File: config.mk
export PLATFORM = sky130hd
export DESIGN_NAME = placement_reader
export DESIGN_NICKNAME = d
export VERILOG_FILES = /design/src/rtl/placement_reader.sv
export SDC_FILE = /design/constraint.sdc
export NUM_CORES = 1
export LEC_CHECK = 0
export BUFFER_PORTS_ARGS = -buffer_cell sky130_fd_sc_hd__buf_4
export CAP_MARGIN = 0
export CORE_MARGIN = 5
export CORE_UTILIZATION = 47
export DETAILED_ROUTE_END_ITERATION = 10
export PLACE_DENSITY = 0.77
export SLEW_MARGIN = 20
export SYNTH_ARGS = -nofsm -noshare
export SYNTH_HDL_FRONTEND = slang
export SYNTH_SLANG_ARGS = --single-unit
File: constraint.sdc
create_clock -name clk -period 5.7 [get_ports clk]
set_input_delay 0 -clock clk [delete_from_list [all_inputs] [get_ports clk]]
set_output_delay 0 -clock clk [all_outputs]
set_load 0.01 [all_outputs]
File: src/rtl/placement_reader.sv
// placement_reader: walks an N*N placement grid in row-major order and streams one record per occupied cell.
// Optional position-RAM cross-check is enabled with macro PLACEMENT_READER_CHECK_EN.
module placement_reader #(
    parameter int unsigned N     = 7,
    parameter int unsigned DW    = 32,
    parameter int unsigned NODES = 128
) (
    input  logic          clk,
    input  logic          reset,
    input  logic          start,
    output logic          busy,
    output logic          done,
    output logic          reGrid,
    output logic [DW-1:0] addrGrid,
    input  logic [DW-1:0] doutGrid,
    output logic          rePX,
    output logic          rePY,
    output logic [DW-1:0] addrPX,
    output logic [DW-1:0] addrPY,
    input  logic [DW-1:0] doutPX,
    input  logic [DW-1:0] doutPY,
    output logic          out_valid,
    input  logic          out_ready,
    output logic [DW-1:0] out_node,
    output logic [DW-1:0] out_x,
    output logic [DW-1:0] out_y,
    output logic          out_mismatch,
    output logic [DW-1:0] cell_cnt,
    output logic [DW-1:0] mismatch_cnt
);

    localparam int unsigned   CELLS     = N * N;
    localparam logic [DW-1:0] LAST_ADDR = DW'(CELLS - 1);
    localparam logic [DW-1:0] LAST_Y    = DW'(N - 1);
    localparam logic [DW-1:0] EMPTY     = '1;
    // Node ids are passed through unchanged; the RAM depth only matters to the attached memories.
    localparam int unsigned   node_depth_unused = NODES;

    typedef enum logic [3:0] {
        IDLE,
        RD_GRID,
        WAIT_GRID,
        CHK_GRID,
        RD_POS,
        WAIT_POS,
        CMP,
        EMIT,
        NEXT,
        DONE
    } state_t;

    state_t        state;
    state_t        state_nxt;
    logic [DW-1:0] x;
    logic [DW-1:0] y;
    logic          accept;
    logic          handshake;
    logic          last_cell;
    logic          occupied;

    assign accept    = (state == IDLE) && start;
    assign handshake = (state == EMIT) && out_valid && out_ready;
    assign last_cell = (addrGrid == LAST_ADDR);
    assign occupied  = (doutGrid != EMPTY);

    // State register
    always_ff @(posedge clk or posedge reset) begin
        if (reset) begin
            state <= IDLE;
        end else begin
            state <= state_nxt;
        end
    end

    // Next-state logic
    always_comb begin
        state_nxt = state;
        case (state)
            IDLE:      if (start) state_nxt = RD_GRID;
            RD_GRID:   state_nxt = WAIT_GRID;
            WAIT_GRID: state_nxt = CHK_GRID;
            CHK_GRID: begin
                if (!occupied) begin
                    state_nxt = NEXT;
                end else begin
`ifdef PLACEMENT_READER_CHECK_EN
                    state_nxt = RD_POS;
`else
                    state_nxt = EMIT;
`endif
                end
            end
            RD_POS:    state_nxt = WAIT_POS;
            WAIT_POS:  state_nxt = CMP;
            CMP:       state_nxt = EMIT;
            EMIT:      if (out_valid && out_ready) state_nxt = NEXT;
            NEXT:      state_nxt = last_cell ? DONE : RD_GRID;
            DONE:      state_nxt = IDLE;
            default:   state_nxt = IDLE;
        endcase
    end

    // Status, grid strobe, scan position, record fields and counters
    always_ff @(posedge clk or posedge reset) begin
        if (reset) begin
            busy         <= 1'b0;
            done         <= 1'b0;
            reGrid       <= 1'b0;
            out_valid    <= 1'b0;
            addrGrid     <= '0;
            x            <= '0;
            y            <= '0;
            out_node     <= '0;
            out_x        <= '0;
            out_y        <= '0;
            cell_cnt     <= '0;
            mismatch_cnt <= '0;
        end else begin
            busy      <= (state_nxt != IDLE);
            done      <= (state_nxt == DONE);
            reGrid    <= (state_nxt == RD_GRID);
            out_valid <= (state_nxt == EMIT);

            if (accept) begin
                addrGrid     <= '0;
                x            <= '0;
                y            <= '0;
                cell_cnt     <= '0;
                mismatch_cnt <= '0;
            end

            // y is the inner loop, so the linear address simply increments
            if (state == NEXT && !last_cell) begin
                addrGrid <= addrGrid + DW'(1);
                if (y == LAST_Y) begin
                    y <= '0;
                    x <= x + DW'(1);
                end else begin
                    y <= y + DW'(1);
                end
            end

            if (state == CHK_GRID && occupied) begin
                out_node <= doutGrid;
                out_x    <= x;
                out_y    <= y;
            end

            if (handshake) begin
                cell_cnt     <= cell_cnt + DW'(1);
                mismatch_cnt <= mismatch_cnt + DW'(out_mismatch);
            end
        end
    end

`ifdef PLACEMENT_READER_CHECK_EN
    // Position lookup for the node just read, compared against the cell coordinates
    always_ff @(posedge clk or posedge reset) begin
        if (reset) begin
            rePX         <= 1'b0;
            rePY         <= 1'b0;
            addrPX       <= '0;
            addrPY       <= '0;
            out_mismatch <= 1'b0;
        end else begin
            rePX <= (state_nxt == RD_POS);
            rePY <= (state_nxt == RD_POS);
            if (state == CHK_GRID && occupied) begin
                addrPX <= doutGrid;
                addrPY <= doutGrid;
            end
            if (state == CMP) begin
                out_mismatch <= (doutPX != out_x) || (doutPY != out_y);
            end
        end
    end
`else
    assign rePX         = 1'b0;
    assign rePY         = 1'b0;
    assign addrPX       = '0;
    assign addrPY       = '0;
    assign out_mismatch = 1'b0;

    logic pos_data_unused;
    assign pos_data_unused = ^{doutPX, doutPY};
`endif

endmodule

# After elaboration in Yosys (flattened, before gate mapping)
# Cells that the tools add are included.
[totals]
register_bits = 232
output_inout_bits = 263
n_memories = 0
ramBits = 0
mem_bits_ro = 0
latch_bits = 0
inputBits = 100
[op_classes]
n_bitwise = 0
n_lt_le_gt_ge = 0
n_mux = 13
eq_ne = 14
div = 0
reduce_logical = 11
shifts = 0
add_sub_neg = 4
n_mul = 0
[op_table]
columns = ["op", "count"]
rows = [
  ["two-way mux 32 bit", 8],
  ["adder 32 x 1 -> 32 bit (second input constant)", 4],
  ["case mux 4 bit (9 select lines)", 1],
  ["== test 32 x 3 -> 1 bit (second input constant)", 1],
  ["== test 32 x 6 -> 1 bit (second input constant)", 1],
  ["inequality test 32 bit (second input constant)", 1],
  ["== test 4 x 3 -> 1 bit (second input constant)", 5],
  ["two-way mux 4 bit", 4],
  ["== test 4 x 1 -> 1 bit (second input constant)", 2],
  ["== test 4 x 2 -> 1 bit (second input constant)", 2],
  ["== test 4 bit (second input constant)", 2],
  ["logical AND 1 bit", 6],
  ["logical NOT 4 bit", 1],
  ["nonzero test 2 bit", 2],
  ["nonzero test 4 bit", 1],
  ["logical NOT 1 bit", 1],
]

# Logic depth before layout (Yosys ltp)
[logic_depth]
word_depth = 5
mapped_depth = 9
depth_no_buf = 8

# Worst setup path after synthesis
# No wires, ideal clock.
[synth_timing]
path_kind = "register to register"
from = "reg state[1]"
to = "reg addrGrid[26]"
t_required_ns = 5.620
arrival_ns = 2.245
setup_slack_ns = 3.375
n_path_buf = 2
stages_incl_launch_ff = 8
synth_period_minus_slack_ns = 2.325
setup_time_ns = 0.080
cell_sequence = "dfrtp_1 -> buf_6 -> or4b_1 -> buf_2 -> nor4_4 -> nand3_4 -> nor4_4 -> mux2i_1"
[synth_via]
elab_chain_len = 3
elab_cells_between_ends = 6
classes_between = "1 x eq/ne; 1 x mux; 4 x reduce/logical"
[synth_lines]
columns = ["element", "line", "text"]
rows = [
  ["start: declaration", "52", "state_t state;"],
  ["start signal: assignment", "71", "state <= state_nxt;"],
  ["== test 4 bit or logical NOT 4 bit (tied branches)", "133, 61", ""],
  ["logical AND 1 bit (on tied branches)", "133, 61", ""],
  ["two-way mux 32 bit or nonzero test 2 bit (tied branches)", "n/a", ""],
  ["end signal: assignment", "134", "addrGrid <= addrGrid + DW'(1);"],
  ["end: declaration", "14", "output logic [DW-1:0] addrGrid,"],
]
# Parallel ways exist; a longest one is shown, timed or not.
# A chain may end at the register's enable or synchronous reset.

# Worst setup path in the final report
[layout_timing]
from = "reg addrGrid[27]"
to = "reg y[31]"
[layout_via]
elab_chain_len = 4
elab_cells_between_ends = 5
classes_between = "1 x eq/ne; 1 x mux; 3 x reduce/logical"
[layout_lines]
columns = ["element", "line", "text"]
rows = [
  ["== test 32 x 6 -> 1 bit (*)", "63", "assign last_cell = (addrGrid == LAST_ADDR);"],
  ["logical NOT 1 bit (*)", "133", "if (state == NEXT && !last_cell) begin"],
  ["logical AND 1 bit (*)", "133", ""],
  ["two-way mux 32 bit or nonzero test 2 bit (tied branches)", "n/a", ""],
  ["end signal: assignment", "139", "y <= y + DW'(1);"],
  ["end: declaration", "55", "logic [DW-1:0] y;"],
]
# Mark *: on every way between the ends. The rest lies on a longest branch, timed or not.

==> key figures <==
Power and ir drop
  – Seq pwr share: between 40% and 50%
  – Net switching power: ~2100 uW
  – Leakage power: between 0.006 and 0.007 uW
  – Switch share: around a third
  – Clock power frac: 27.6%
  – Maximum vdd ir drop: 0.000320 V
  – Combinational share of power: 30.0%
  – Internal power: a little over 4000 uW
  – Pwr per Cell Area: 425 nW/um^2

Clocking
  – CTS Root Cell: clkbuf_16
  – Hold Buf Count CTS: 35
  – H-tree depth: 1
  – Post-CTS Resized: 0
  – CTS tree: yes
  – Max Root-Sink Buffers: 3
  – Total CTS buffers: 27
  – CTS Sinks: 232
  – Clk slew on worst S/H paths: 0.06 ns
  – Post-CTS Repair Setup Buffers: 0
  – Clock Latency Late Sink: 0.53 ns

Timing
  – Period utilization: 55.9%
  – Worst Tran Pin Value: 1.05 ns
  – Clk_skew: 0.0199 ns
  – Slew Viols, Final: 0
  – Finish-stage setup viols: 0
  – Max transition margin: slightly below 30%
  – Fmax: 0.314 GHz
  – RSZ-0062 raised after global routing: false
  – Setup_tns: 0 ns
  – Hold Fails Final Rpt: 0
  – Tmin final: 3.18 ns

Floorplanning
  – Initial Util: 48.1%
  – Core area: 24,500 um^2
  – Die Y: 168 um
  – Die area: between 20,000 and 30,000 um^2
  – # IOs: 363
  – DIE WIDTH: 168 um
  – Row count: 57

Global routing
  – Grt total ovfl: 0
  – Largest net degree at the start of global routing: 152
  – Initial antenna violation count: 0
  – Vias in the first global route: just over 9k
  – First-pass GRT wire length: approximately 49,000 um
  – Total GRT Usage: 20.7%

Yosys
  – Number of synthesized flops with an enable pin: 0
  – Async SR Flop Fraction: between 90% and 100%
  – Syn avg cell area: 10.7 um^2
  – Yosys warns: 0
  – Synth cell types: 57
  – Synthesized flop and latch total: 232
  – Post-synthesis sequential area ratio: 49.4%
  – Main synth FF type: dfrtp_1
  – Cell area after synthesis: 11,800 um^2
  – Post-Synthesis Cells: roughly 1.1k

Critical path
  – Flop2flop setup slack: 2.52 ns
  – Worst Path Max Fanout: 25
  – Worst setup path class: reg2reg
  – Data required, critical path: a little over 6 ns
  – Setup crit end kind: flop
  – CP Launch Type: flop
  – Critical Path AT: 3.58 ns

Run
  – Max-Cap Viols: 0

Final layout
  – Final Cell Area: 14,500 um^2
  – Diode count: 0
  – Nets: 1,427
  – Most frequent cells in the layout: 232 x dfrtp_1, 210 x buf_4, 99 x conb_1
  – Commonest non-fill, non-tap cell in the layout: dfrtp_1
  – Share of cells above drive strength 1: 28.2%
  – Area Growth Syn to Fin: 23.2%

Place
  – Port buffer count: 199
  – GP Congestion: 0.804
  – Post-DP HPWL: 20,400 um
  – Placed inst area: approximately 13,000 um^2

Drt
  – Final routed DRC violation total: 0
  – Avg WL per Cell: 18.3 um
  – Drt total wl: 30,500 um
  – Drt first pass iters: 5
  – DR vias/cell: 5.69
  – Vias: 9,475
  – Post-route antenna net violation count: 0
  – Number of DRC markers in iteration 0: a little under 700

Min path
  – Hold Crit Class: in2reg

Outcome
  – Status: finished, final reports clean
[routing by layer]
metal / routed length, um / track usage [%]
met1: 12700 / 27.6
met2: 14600 / 34.3
met5: 0 / 0
met3: 2830 / 6.17
met4: 323 / 3.14
[area by class of cell]
type | instances | area (um^2)
Clock buffer | 40 | 845
Fill cell | 2012 | 9970
Multi-Input combinational cell | 791 | 5320
Inverter | 21 | 82.6
Clock inverter | 8 | 47.5
Tap cell | 324 | 405
Sequential cell | 232 | 5810
Timing Repair Buffer | 248 | 1990
[registers in the layout, summed over array words and instances (netlist names)]
| name | flops |
|---|---|
| addrGrid | 32 |
| cell_cnt | 32 |
| out_node | 32 |
| out_x | 32 |
| out_y | 32 |
| x | 32 |
| y | 32 |
| state | 4 |
| busy | 1 |
| done | 1 |
| out_valid | 1 |
| reGrid | 1 |
[power groups by stage]
stage	logic, uW	registers, uW	clock network [uW]
3_3_place_gp	1750	2590	0
6_report	1850	2610	1700
4_1_cts	1850	2590	1740
3_5_place_dp	1820	2610	0
2_1_floorplan	1000	2610	0
5_1_grt	2030	2690	1830
[cells in the mapped netlist, types with 17 or more instances]
cell,number,area (um^2)
dfrtp_1,232,5810
buf_4,100,751
mux2_2,98,1100
nand2_1,97,364
nand3_1,79,395
nand4_1,53,332
mux2i_1,49,490
clkbuf_1,39,146
nor2_1,28,105
nor4_1,24,150
o21ai_0,24,120
o31ai_1,22,165
and4_1,20,175
inv_1,20,75.1
nor3_1,19,95.1
o211ai_1,18,135
and3_1,17,106
or4_1,17,128
[worst paths after layout]
path / startpoint / endpoint / cells past startpoint
min: out_ready / cell_cnt[4] / 5
max in group asynchronous: reset / out_node[6] / 5
min in group asynchronous: reset / cell_cnt[15] / 4
max: addrGrid[27] / y[31] / 6
max reg2reg: addrGrid[27] / y[31] / 6
min reg2reg: cell_cnt[31] / cell_cnt[31] / 1
[per-stage QoR]
| step | total power (uW) | setup slack (ns) | util, % | hold WS, ns | cells |
|---|---|---|---|---|---|
| 2_1_floorplan | 3610 | 2.66 | - | 0.152 | 1196 |
| 3_3_place_gp | 4340 | 2.40 | 54.0 | -0.0713 | 1579 |
| 3_5_place_dp | 4440 | 2.52 | 54.1 | -0.0717 | 1581 |
| 4_1_cts | 6190 | 2.51 | 59.2 | 0.0178 | 1664 |
| 5_1_grt | 6540 | 2.21 | 59.2 | 0.143 | 1664 |
| 6_report | 6160 | 2.52 | 59.2 | 0.0518 | 1664 |
[critical path: stages, from the launching register on]
cell and delay (ns):
dfrtp_1 0.44, nor4_1 0.48, nand4_1 0.35, o21ai_2 0.70, buf_4 0.43, nor2_1 0.28
a221o_1 0.37
[cells by family after synthesis]
kind of cell             count (synthesis)  synth area share [%]
flip-flops                             232                  49.4
adder cells (fa/ha/maj)                  6                 0.638
multiplexers                           147                  13.6
other                                    1                0.0319
AO/OA/AOI/OAI                          136                  8.11
AND/OR/NAND/NOR                        397                  19.0
buffers and inverters                  173                  8.86
XOR/XNOR                                 6                 0.447
(Power assumes the default switching activity.)
